--- src/rtl/fetch_dec_buf.sv ---
// rtl/fetch_dec_buf.sv - Fetch-to-Decode pipeline register with load enable (stall)
//
// Purpose:
//   Registers the fetched PC and instruction word for the Decode stage.
//   enable=1 captures at the rising edge, enable=0 holds the current contents.
//   rst (asynchronous, active-low) forces both fields to RST_PC / RST_INSTR.
//
// Ports:
//   clk            in   system clock, rising-edge active
//   rst            in   asynchronous active-low reset
//   enable         in   1 = capture i_pc/i_instruction at next edge, 0 = hold
//   i_pc           in   [PC_W-1:0]    PC fetched this cycle
//   i_instruction  in   [INSTR_W-1:0] instruction word fetched this cycle
//   o_pc           out  [PC_W-1:0]    registered PC to Decode
//   o_instruction  out  [INSTR_W-1:0] registered instruction to Decode
//   i_flush        in   (FETCH_DEC_BUF_FLUSH_EN) synchronous squash, beats enable=0
//   o_valid        out  (FETCH_DEC_BUF_FLUSH_EN) 1 = contents are a real instruction
//
// Optional feature macro: FETCH_DEC_BUF_FLUSH_EN

module fetch_dec_buf #(
    parameter int                 PC_W      = 32,
    parameter int                 INSTR_W   = 32,
    parameter logic [PC_W-1:0]    RST_PC    = '0,
    parameter logic [INSTR_W-1:0] RST_INSTR = '0
) (
    input  logic               clk,
    input  logic               rst,
    input  logic               enable,
    input  logic [PC_W-1:0]    i_pc,
    input  logic [INSTR_W-1:0] i_instruction,
`ifdef FETCH_DEC_BUF_FLUSH_EN
    input  logic               i_flush,
    output logic               o_valid,
`endif
    output logic [PC_W-1:0]    o_pc,
    output logic [INSTR_W-1:0] o_instruction
);

`ifdef FETCH_DEC_BUF_FLUSH_EN
    // Flush is checked before enable so a stalled stage can still be squashed.
    // Both fields and the valid bit move together in every branch.
    always_ff @(posedge clk or negedge rst) begin
        if (!rst) begin
            o_pc          <= RST_PC;
            o_instruction <= RST_INSTR;
            o_valid       <= 1'b0;
        end else if (i_flush) begin
            o_pc          <= RST_PC;
            o_instruction <= RST_INSTR;
            o_valid       <= 1'b0;
        end else if (enable) begin
            o_pc          <= i_pc;
            o_instruction <= i_instruction;
            o_valid       <= 1'b1;
        end
    end
`else
    always_ff @(posedge clk or negedge rst) begin
        if (!rst) begin
            o_pc          <= RST_PC;
            o_instruction <= RST_INSTR;
        end else if (enable) begin
            o_pc          <= i_pc;
            o_instruction <= i_instruction;
        end
    end
`endif

endmodule

--- config.mk ---
export PLATFORM = sky130hd
export DESIGN_NAME = fetch_dec_buf
export DESIGN_NICKNAME = d
export VERILOG_FILES = /design/src/rtl/fetch_dec_buf.sv
export SDC_FILE = /design/constraint.sdc
export NUM_CORES = 1
export LEC_CHECK = 0
export BUFFER_PORTS_ARGS = -buffer_cell sky130_fd_sc_hd__buf_4
export CAP_MARGIN = 5
export CORE_AREA = 2 2 89 82
export CTS_CLUSTER_DIAMETER = 30
export CTS_CLUSTER_SIZE = 12
export DETAILED_ROUTE_END_ITERATION = 12
export DIE_AREA = 0 0 91 84
export PLACE_DENSITY = 0.84
export SYNTH_ARGS = -nofsm -noshare
export SYNTH_HDL_FRONTEND = slang
export SYNTH_SLANG_ARGS = --single-unit
--- constraint.sdc ---
create_clock -name clk -period 0.8 [get_ports clk]
set_clock_uncertainty 0.1 [all_clocks]
set_input_delay 0 -clock clk [delete_from_list [all_inputs] [get_ports clk]]
set_output_delay 0 -clock clk [all_outputs]
set_load 0.02 [all_outputs]
Yosys cells after proc, flatten, opt, wreduce, memory -nomap -nowiden
Cells that the tools add are included.
Word-level totals
  flip-flop bits (word level): 64
  bits in latches: 0
  bits in writable memories: 0
  memory bits (read-only): 0
  input port bits: 67
  output and inout port bits: 64
  word-level logic and storage cells: 2
  memories kept: 0
Operators by class
  add/sub/neg operators: 0
  $mul: 0
  divide/modulo/power cells: 0
  magnitude comparators: 0
  equal/unequal tests: 0
  shift-type cells: 0
  mux-type cells: 0
  bitwise gates (word level): 0
  reductions and logical operators: 0

Depth between registers and ports, before layout
Gate-level depths: netlist of the first run.
  depth after elaboration: 0
  depth in mapped cells: 3
  depth with buffers taken out: 1

Least setup slack after synthesis of the first run
OpenSTA, ideal clock, no wires.
  path type: register to register
  start: register o_instruction[10] (netlist name)
  end: register o_instruction[10]
  setup time: 0.125 ns
  arrival time: 0.710 ns
  data required time: 0.575 ns
  path slack: -0.135 ns
  cell stages (with the launch flop): 2
  buffers on the path: 0
  cell sequence: dfrtp_1 -> mux2_4
RTL lines
  to (signal assigned): RTL line 65  | o_instruction <= i_instruction;
  to (decl): RTL line 37  | output logic [INSTR_W-1:0] o_instruction

Worst setup path after layout of the first run
  start: register o_instruction[26]
  end: output port o_instruction[26]
No word-level cell between the ends.

==> results of run 1 <==
metal layers:
layer	wire, um	share of wire [%]
met5	0	0
met4	145	2.0
met3	392	5.5
met2	3870	54
met1	2700	38
placed cells by master, fill, tap and decap left out:
master,netlist,layout
mux2_2,4,4
clkinv_2,0,3
buf_6,1,78
dlygate4sd3_1,0,60
clkbuf_8,0,10
buf_12,6,4
dfrtp_2,0,64
mux2_4,60,60
clkbuf_1,0,1
buf_4,0,67
bufinv_16,0,1
layout make-up:
cell class,count,area (um^2)
repair buffers,209,2060
flip-flops and latches,64,1680
clock buffers,11,141
fillers,437,1830
multi-input cells,64,946
well taps,93,116
clock inverters,4,45.0
registers in the layout, indices dropped and copies added, names as in the netlist:
register and count:
o_pc 32, o_instruction 32
what timing repair did:
| action | 4_1_cts | 5_1_grt |
|---|---|---|
| hold buffers | 59 | 1 |
| resized for setup | 78 | 0 |
| setup endpoints to repair | 128 | 128 |
| hold endpoints to repair | 128 | 11 |
| setup buffers | 4 | 0 |
report_power, final:
group / internal (mW) / leakage [nW] / switching (mW)
Combinational: 1.63 / 1.59 / 0.946
Clock: 1.49 / 0.0989 / 1.17
Sequential: 3.62 / 0.684 / 0.272
kinds of logic after synthesis:
| logic type | Yosys count | synth area share (%) |
|---|---|---|
| buf+inv | 7 | 4.90 |
| flops | 64 | 59.8 |
| mux | 64 | 35.3 |
worst max path at each step:
stage / to / slack [ns] / from
3_3_place_gp: o_instruction[31]$_DFFE_PN0P_ / -0.15 / enable
2_1_floorplan: o_instruction[10]$_DFFE_PN0P_ / -0.12 / o_instruction[10]$_DFFE_PN0P_
6_report: o_instruction[26] / -0.27 / o_instruction[26]$_DFFE_PN0P_
3_5_place_dp: o_pc[31]$_DFFE_PN0P_ / -0.17 / enable
4_1_cts: o_instruction[5] / -0.29 / o_instruction[5]$_DFFE_PN0P_
5_1_grt: o_instruction[26] / -0.30 / o_instruction[26]$_DFFE_PN0P_
critical path: stages (launching register included):
cell and delay (ns):
dfrtp_2 0.42, buf_6 0.12, buf_6 0.12
==> impl_metrics.ini, run 1 <==
[status]
outcome = complete, but fails checks
violations = negative hold slack, negative setup slack

[sta]
tns_ns = -18.17
fmax_ghz = 0.935
fin_crit_ns = 1.07
fin_ws_ns = -0.270
slew-limit-headroom_pct = 82.8
grt_setup_unrepaired = yes
period_share_pct = 134
tightest_slew_ns = 0.258
slew_viol_final = 0
hold_viol = 10
whs_ns = -0.177
setup_violations = 128

[global_routing]
grt_util_met1_pct = 21.6
grt_overflow = 0
antenna_found_initial = 0
track_usage_pct = 19.5
busiest_layer = met2
use_met3_pct = 4.88
grt_pass1_wl_um = 11500
grt_pass1_vias = 2253
grt_util_met2_pct = 35.8
grt_max_degree = 34

[pwr]
p_leak_nw = 2.37
power_mw = 9.14
p_per_area_nw_per_um2 = 1830
ir_worst_vdd_v = 0.000973

[clocking]
clock-sinks = 64
htree_levels = 3
clkSlewWorstSetupHoldPaths_ns = 0.06
tritoncts = yes
clkLatencyLatePin_ns = 0.32
max-clock-path-buffers = 2
cts_made_buffers = 9
clk_root_buffer_cell = clkbuf_8

[worst_hold_path]
hold_path_end = o_pc[23]$_DFFE_PN0P_
min_path_type = in2reg
hold_depth = 2
min_from = i_pc[23]

[logic_synthesis]
synth-main-ff-cell = dfrtp_1
ys.warnings.count = 0
seq_area_frac_synth_pct = 59.8
syn_inst = 135
synth_edf_count = 0
ys_seq_elements = 64
synth_top_area_share_pct = 59.8
synth_area_per_cell_um2 = 19.8
synthTopCellsByArea = dfrtp_1, mux2_4, buf_12
yosysUniqueCellTypes = 5
synth_fp_nets = 202
netlist_area_um2 = 2680
yosys.area.top_type = dfrtp_1
ys_top_cells_by_count = dfrtp_1, mux2_4, buf_12
synthMostInstantiatedCell = dfrtp_1
async_reset_ff_share_pct = 100

[setup_path]
cp_data_required_time_ns = 0.70
worstSetupPathType = reg2out
worstRegToRegCells = 2
cp.arrival_ns = 0.97
worstReg2RegStart = o_instruction[26]$_DFFE_PN0P_
regToRegSetupSlack_ns = -0.20
reg2reg_to = o_instruction[26]$_DFFE_PN0P_
endpoint_kind = output pin
crit_path_max_fanout = 2
crit_path_start_kind = flip-flop

[detailed_routing]
drcViolationCount = 0
first_iter_violations = 30
viasPerCell = 4.38
dr.pass1.iters = 4
routedWlPerCell_um = 16.0
vias = 1949
ant_nets = 0
totalWireLength_um = 7110

[placed_design]
gp_congestion = 0.692
dp_slack_ns = -0.167
place_hpwl_um = 4010
post_dp_cell_area_um2 = 3880
dpl.cell_count = 366
io_buffers = 130

[floorplan]
core_um2 = 6820
initial_core_util_pct = 39.3
die_x_um = 91
die_h_um = 84
dieArea_um2 = 7640
boundaryPins = 131
row_count = 29

[finish]
post-route-util_pct = 73.2
insertedDiodeCount = 0
design_area_um2 = 4990
area_growth_syn_to_layout_pct = 86.4
drive_gt1_share_pct = 82.7
stdcell_count = 445
fin_nets = 415

[job]
drv_cap = 0
(Power assumes the default switching activity.)
==> run 2: changes to the inputs <==
--- a/config.mk
+++ b/config.mk
@@ -7,11 +7,11 @@
 export LEC_CHECK = 0
 export BUFFER_PORTS_ARGS = -buffer_cell sky130_fd_sc_hd__buf_4
 export CAP_MARGIN = 5
-export CORE_AREA = 2 2 89 82
+export CORE_AREA = 2 2 84 86
 export CTS_CLUSTER_DIAMETER = 30
 export CTS_CLUSTER_SIZE = 12
 export DETAILED_ROUTE_END_ITERATION = 12
-export DIE_AREA = 0 0 91 84
+export DIE_AREA = 0 0 86 88
 export PLACE_DENSITY = 0.84
 export SYNTH_ARGS = -nofsm -noshare
 export SYNTH_HDL_FRONTEND = slang
==> run 2 against run 1 <==
Sequential power rose by 1%. Largest cell class unchanged. Via count rose by 8.5%. Sequential cell count did not move. Worst setup slack got worse by 0.064 ns. Combinational power rose by 7.8%. Clock-buffer cell count rose by 1. Largest power group unchanged. The run still ends with negative hold slack, negative setup slack left. Die area fell by 0.99%. Final cell count rose by 0.45%. Global-route usage rose by 4.4 points. Highest routed layer unchanged. First-iteration DRC count rose by 140%. Hold slack improved by 0.15 ns.
==> impl_metrics.ini, run 2 (synthesis results as in run 1) <==
[detailed_routing]
viasPerCell = 4.73
ant_nets = 0
vias = 2115
totalWireLength_um = 9230
dr.pass1.iters = 5
routedWlPerCell_um = 20.7
drcViolationCount = 0
first_iter_violations = 72

[finish]
final_common_cell = buf_6
area_growth_syn_to_layout_pct = 91.9
drive_gt1_share_pct = 82.0
top_regs = o_instruction x32, o_pc x32
final_cell_mix = buf_6, buf_4, dlygate4sd3_1, dfrtp_2, mux2_4
post-route-util_pct = 77.4
stdcell_count = 447
design_area_um2 = 5140
fin_nets = 428

[setup_path]
worstSetupPathType = reg2out
crit_path_max_fanout = 2
endpoint_kind = output pin
cp_data_required_time_ns = 0.70
crit_path_start_kind = flip-flop
cp.arrival_ns = 1.03

[sta]
period_share_pct = 142
hold_viol = 1
tightest_slew_ns = 0.191
setup_violations = 128
whs_ns = -0.0307
tns_ns = -21.56
fmax_ghz = 0.882
grt_setup_unrepaired = yes
fin_ws_ns = -0.334
fin_crit_ns = 1.13
slew_viol_final = 0
slew-limit-headroom_pct = 87.3

[global_routing]
grt_pass1_wl_um = 13300
grt_pass1_vias = 2437
antenna_found_initial = 1
track_usage_pct = 23.9
grt_overflow = 0
grt_max_degree = 35

[placed_design]
place_hpwl_um = 4690
gp_congestion = 0.756
io_buffers = 130
post_dp_cell_area_um2 = 3910
dpl.cell_count = 357

[job]
drv_cap = 0

[pwr]
p_per_area_nw_per_um2 = 1820
ir_worst_vdd_v = 0.00130
p_leak_nw = 2.45
power_mw = 9.35

[clocking]
max-clock-path-buffers = 2
tritoncts = yes
clkSlewWorstSetupHoldPaths_ns = 0.09
cts_made_buffers = 9
clkLatencyLatePin_ns = 0.33
clk_root_buffer_cell = clkbuf_8
hold_buffers = 65
htree_levels = 3
clock-sinks = 64

[floorplan]
die_h_um = 88
core_um2 = 6640
row_count = 30
initial_core_util_pct = 40.3
die_x_um = 86
dieArea_um2 = 7570
boundaryPins = 131

[status]
violations = negative hold slack, negative setup slack
outcome = complete, but fails checks

[worst_hold_path]
min_path_type = in2reg
## run 2: cell count changes in the layout (fill, tap and decap cells not counted)
cell and delta:
clkinv_4 +1, buf_6 +8, buf_4 -1, buf_12 +1
diode_2 +1, clkinvlp_4 +2, dlygate4sd3_1 +5, clkinv_2 -2
mux2_2 -3, mux2_4 +3, bufinv_16 -1, clkbuf_8 +1
## run 2: final timing paths
kind / slack [ns] / startpoint / end / cells past startpoint
min in group asynchronous: 0.07 / rst / o_instruction[24]$_DFFE_PN0P_ / 3
worst min register to register: 0.43 / o_instruction[16]$_DFFE_PN0P_ / o_instruction[16]$_DFFE_PN0P_ / 1
worst max register to register: -0.24 / o_instruction[28]$_DFFE_PN0P_ / o_instruction[28]$_DFFE_PN0P_ / 2
worst max-delay path: -0.33 / o_instruction[1]$_DFFE_PN0P_ / o_instruction[1] / 2
worst min-delay path: -0.03 / enable / o_pc[31]$_DFFE_PN0P_ / 2
max in group asynchronous: 0.32 / rst / o_pc[16]$_DFFE_PN0P_ / 3
## run 2: stage by stage
step | hold WS (ns) | setup WS (ns)
final | -0.0307 | -0.334
after global routing | -0.0544 | -0.357
after CTS | -0.100 | -0.307
after detailed placement | -0.122 | -0.149
after global placement | -0.126 | -0.125
after floorplan | -0.396 | -0.122
## run 2: power by group
group	switching [mW]	total (mW)	internal, mW
Clock	1.34	2.63	1.30
Sequential	0.318	3.94	3.62
Combinational	1.05	2.78	1.73
Total	2.70	9.35	6.65
## run 2: area by class of cell
type,instances,area (um^2)
fill,353,1500
multi-input combinational,64,957
tap,80,100
antenna,1,2.50
timing repair buffer,222,2210
sequential,64,1680
clock inverter,4,28.8
clock buffer,12,155
## run 2: repair_timing
action	CTS	global route
endpoints found under the setup margin	128	128
setup buffers	6	2
gates resized for setup	81	8
endpoints found under the hold margin	128	1
## run 2: layer usage
| metal | wire, um | global-route usage, % |
|---|---|---|
| met4 | 423 | 14.0 |
| met1 | 3290 | 26.8 |
| met5 | 0 | 0 |
| met3 | 537 | 5.75 |
| met2 | 4990 | 41.6 |
## run 2: critical path, cell delays in order, from the launching register on
cell,delay (ns)
dfrtp_2,0.44
buf_6,0.13
buf_6,0.12
==> run 3: changes to the inputs <==
==> config.mk (replaced) <==
export PLATFORM = sky130hd
export DESIGN_NAME = fetch_dec_buf
export DESIGN_NICKNAME = d
export VERILOG_FILES = /design/src/rtl/fetch_dec_buf.sv
export SDC_FILE = /design/constraint.sdc
export NUM_CORES = 1
export LEC_CHECK = 0
export ABC_AREA = 1
export BUFFER_PORTS_ARGS = -buffer_cell sky130_fd_sc_hd__buf_4
export CAP_MARGIN = 5
export CORE_AREA = 2 2 82 84
export CTS_CLUSTER_DIAMETER = 30
export CTS_CLUSTER_SIZE = 12
export DETAILED_ROUTE_END_ITERATION = 12
export DIE_AREA = 0 0 84 86
export PLACE_DENSITY = 0.83
export SYNTH_ARGS = -nofsm -noshare
export SYNTH_HDL_FRONTEND = slang
export SYNTH_SLANG_ARGS = --single-unit
==> run 3 against run 2 <==
The run ends with negative setup slack left. Maximum frequency grew 16%. Global-route usage shrank 0.22 points. Wire length shrank 8.6%. Sequential cell count is the same. Core utilization grew 0.87 points. Hold slack gained 0.076 ns. Critical path type unchanged. Critical endpoint is now o_instruction[26]. Highest routed layer unchanged.
==> impl_metrics.ini, run 3 <==
[sta]
tightest_slew_ns = 0.250
period_share_pct = 122
setup_violations = 93
fin_ws_ns = -0.175
fin_crit_ns = 0.975
hold_viol = 0
fmax_ghz = 1.03
grt_setup_unrepaired = yes
tns_ns = -10.81
slew_viol_final = 0
slew-limit-headroom_pct = 83.3

[finish]
drive_gt1_share_pct = 40.2
top_regs = o_instruction x32, o_pc x32
final_cell_mix = nand2_1, buf_4, buf_6, dlygate4sd3_1, dfrtp_1
stdcell_count = 580
fillers = 430
post-route-util_pct = 78.2
insertedDiodeCount = 0
final_common_cell = nand2_1
fin_nets = 565
area_growth_syn_to_layout_pct = 101

[setup_path]
critPathTopFamily = flip-flops
slowest_delay_ns = 0.41
endpoint_kind = output pin
cp.arrival_ns = 0.87
crit_path_start_kind = flip-flop
critical_path_depth = 1
crit_slowest_cell = dfrtp_1
worstRegToRegCells = 3
worstSetupPathType = reg2out
cp_data_required_time_ns = 0.70
path_cells = buf_6
crit_path_max_fanout = 2
cp.buffers_inverters = 1

[floorplan]
die_h_um = 86
die_x_um = 84
boundaryPins = 131
initial_core_util_pct = 39.0
row_count = 29
dieArea_um2 = 7220
core_um2 = 6280

[placed_design]
dp_slack_ns = 0.0358
place_hpwl_um = 4490
io_buffers = 130
gp_congestion = 0.788
dpl.cell_count = 470

[pwr]
ir_worst_vdd_v = 0.00117
p_leak_nw = 2.64
power_mw = 8.83
p_per_area_nw_per_um2 = 1800

[logic_synthesis]
ys_top_cells_by_count = nand2_1, dfrtp_1, buf_2, clkbuf_8
netlist_area_um2 = 2450
synth-adder-area-share_pct = 0
yosys.area.top_type = dfrtp_1
synth_top_area_share_pct = 65.5
ys.warnings.count = 0
synth_compound_area_share_pct = 0
synth_top_family_by_area = simple AND/OR/NAND/NOR gates
synth-simple-area-share_pct = 29.5
synth_edf_count = 0
synth_fp_nets = 337
synthTopCellsByArea = dfrtp_1, nand2_1, clkbuf_8
synth_xor_area_share_pct = 0
seq_area_frac_synth_pct = 65.5
async_reset_ff_share_pct = 100
synthMostInstantiatedCell = nand2_1
ys_seq_elements = 64
synth-main-ff-cell = dfrtp_1
yosysUniqueCellTypes = 6
synth_area_per_cell_um2 = 9.06
synthMuxAreaShare_pct = 0
syn_inst = 270

[worst_hold_path]
min_path_type = in2reg
hold_depth = 4

[global_routing]
grt_pass1_wl_um = 13400
antenna_found_initial = 0
grt_max_degree = 40
grt_pass1_vias = 2835
track_usage_pct = 23.7
grt_overflow = 0

[detailed_routing]
first_iter_violations = 75
dr.pass1.iters = 5
routedWlPerCell_um = 14.6
vias = 2670
viasPerCell = 4.60
ant_nets = 0
drcViolationCount = 0
totalWireLength_um = 8440

[status]
outcome = complete, but fails checks
violations = negative setup slack

[clocking]
cts_made_buffers = 9
clkSlewWorstSetupHoldPaths_ns = 0.07
max-clock-path-buffers = 2
htree_levels = 3
clock-sinks = 64
clkLatencyLatePin_ns = 0.31
clk_root_buffer_cell = clkbuf_8
tritoncts = yes

[job]
drv_cap = 0
==> run 3: cell count changes after synthesis, sizes merged <==
cell	previous run	this run
nand2	0	192
mux2	64	0
clkbuf	0	6
inv	0	1
==> run 3: worst paths after layout <==
check	startpoint	endpoint	slack, ns
min in group asynchronous	rst	o_pc[26]$_DFFE_PN0P_	0.09
worst max register to register	o_instruction[18]$_DFFE_PN0P_	o_instruction[18]$_DFFE_PN0P_	-0.06
worst min register to register	o_instruction[12]$_DFFE_PN0P_	o_instruction[12]$_DFFE_PN0P_	0.40
max in group asynchronous	rst	o_instruction[28]$_DFFE_PN0P_	0.32
worst min-delay path	enable	o_pc[18]$_DFFE_PN0P_	0.05
worst max-delay path	o_instruction[26]$_DFFE_PN0P_	o_instruction[26]	-0.18
==> run 3: per-stage QoR <==
step | cell area, um^2 | hold slack, ns
6_report | 4910 | 0.0452
3_5_place_dp | 3510 | -0.122
5_1_grt | 4910 | 0.0472
2_1_floorplan | 2450 | -0.396
3_3_place_gp | 3510 | -0.128
4_1_cts | 4740 | 0.0216
==> run 3: layer usage <==
metal  GRT usage [%]  up-vias  share of wire, %
li1                -     1265                 -
met1            23.9     1268                34
met2            48.1      112                59
met3            4.04       25               4.4
met4            9.09        0               2.8
met5               0        -                 0
==> run 3: kinds of logic after synthesis <==
family / count (synthesis)
DFF: 64
and+or+nand+nor: 192
buffers and inverters: 14
==> run 3: what timing repair did <==
action	CTS	global route
hold buffers	65	0
resized for setup	69	28
setup buffers	17	12
endpoints found under the setup margin	64	81
hold endpoints to repair	128	0
pin swaps	0	4
==> run 3: area by class of cell <==
type	instances	area (um^2)	area share, %
Timing Repair Buffer	230	2230	45.4
Sequential cell	64	1600	32.6
Multi-Input combinational cell	192	781	15.9
Clock buffer	13	159	3.24
Tap cell	77	96.3	1.96
Clock inverter	3	40.0	0.815
Inverter	1	3.75	0.0764
==> run 3: worst register-to-register path, cell delays in order (launching register included) <==
cell     delay [ns]
dfrtp_1        0.40
buf_4          0.14
nand2_1        0.06
nand2_1        0.05
==> run 3: power breakdown <==
group / leakage, nW / total [mW] / internal [mW] / switching [mW]
registers: 0.779 / 3.76 / 3.53 / 0.235
clock network: 0.103 / 2.71 / 1.60 / 1.11
logic: 1.76 / 2.35 / 1.31 / 1.04
total: 2.64 / 8.83 / 6.44 / 2.39
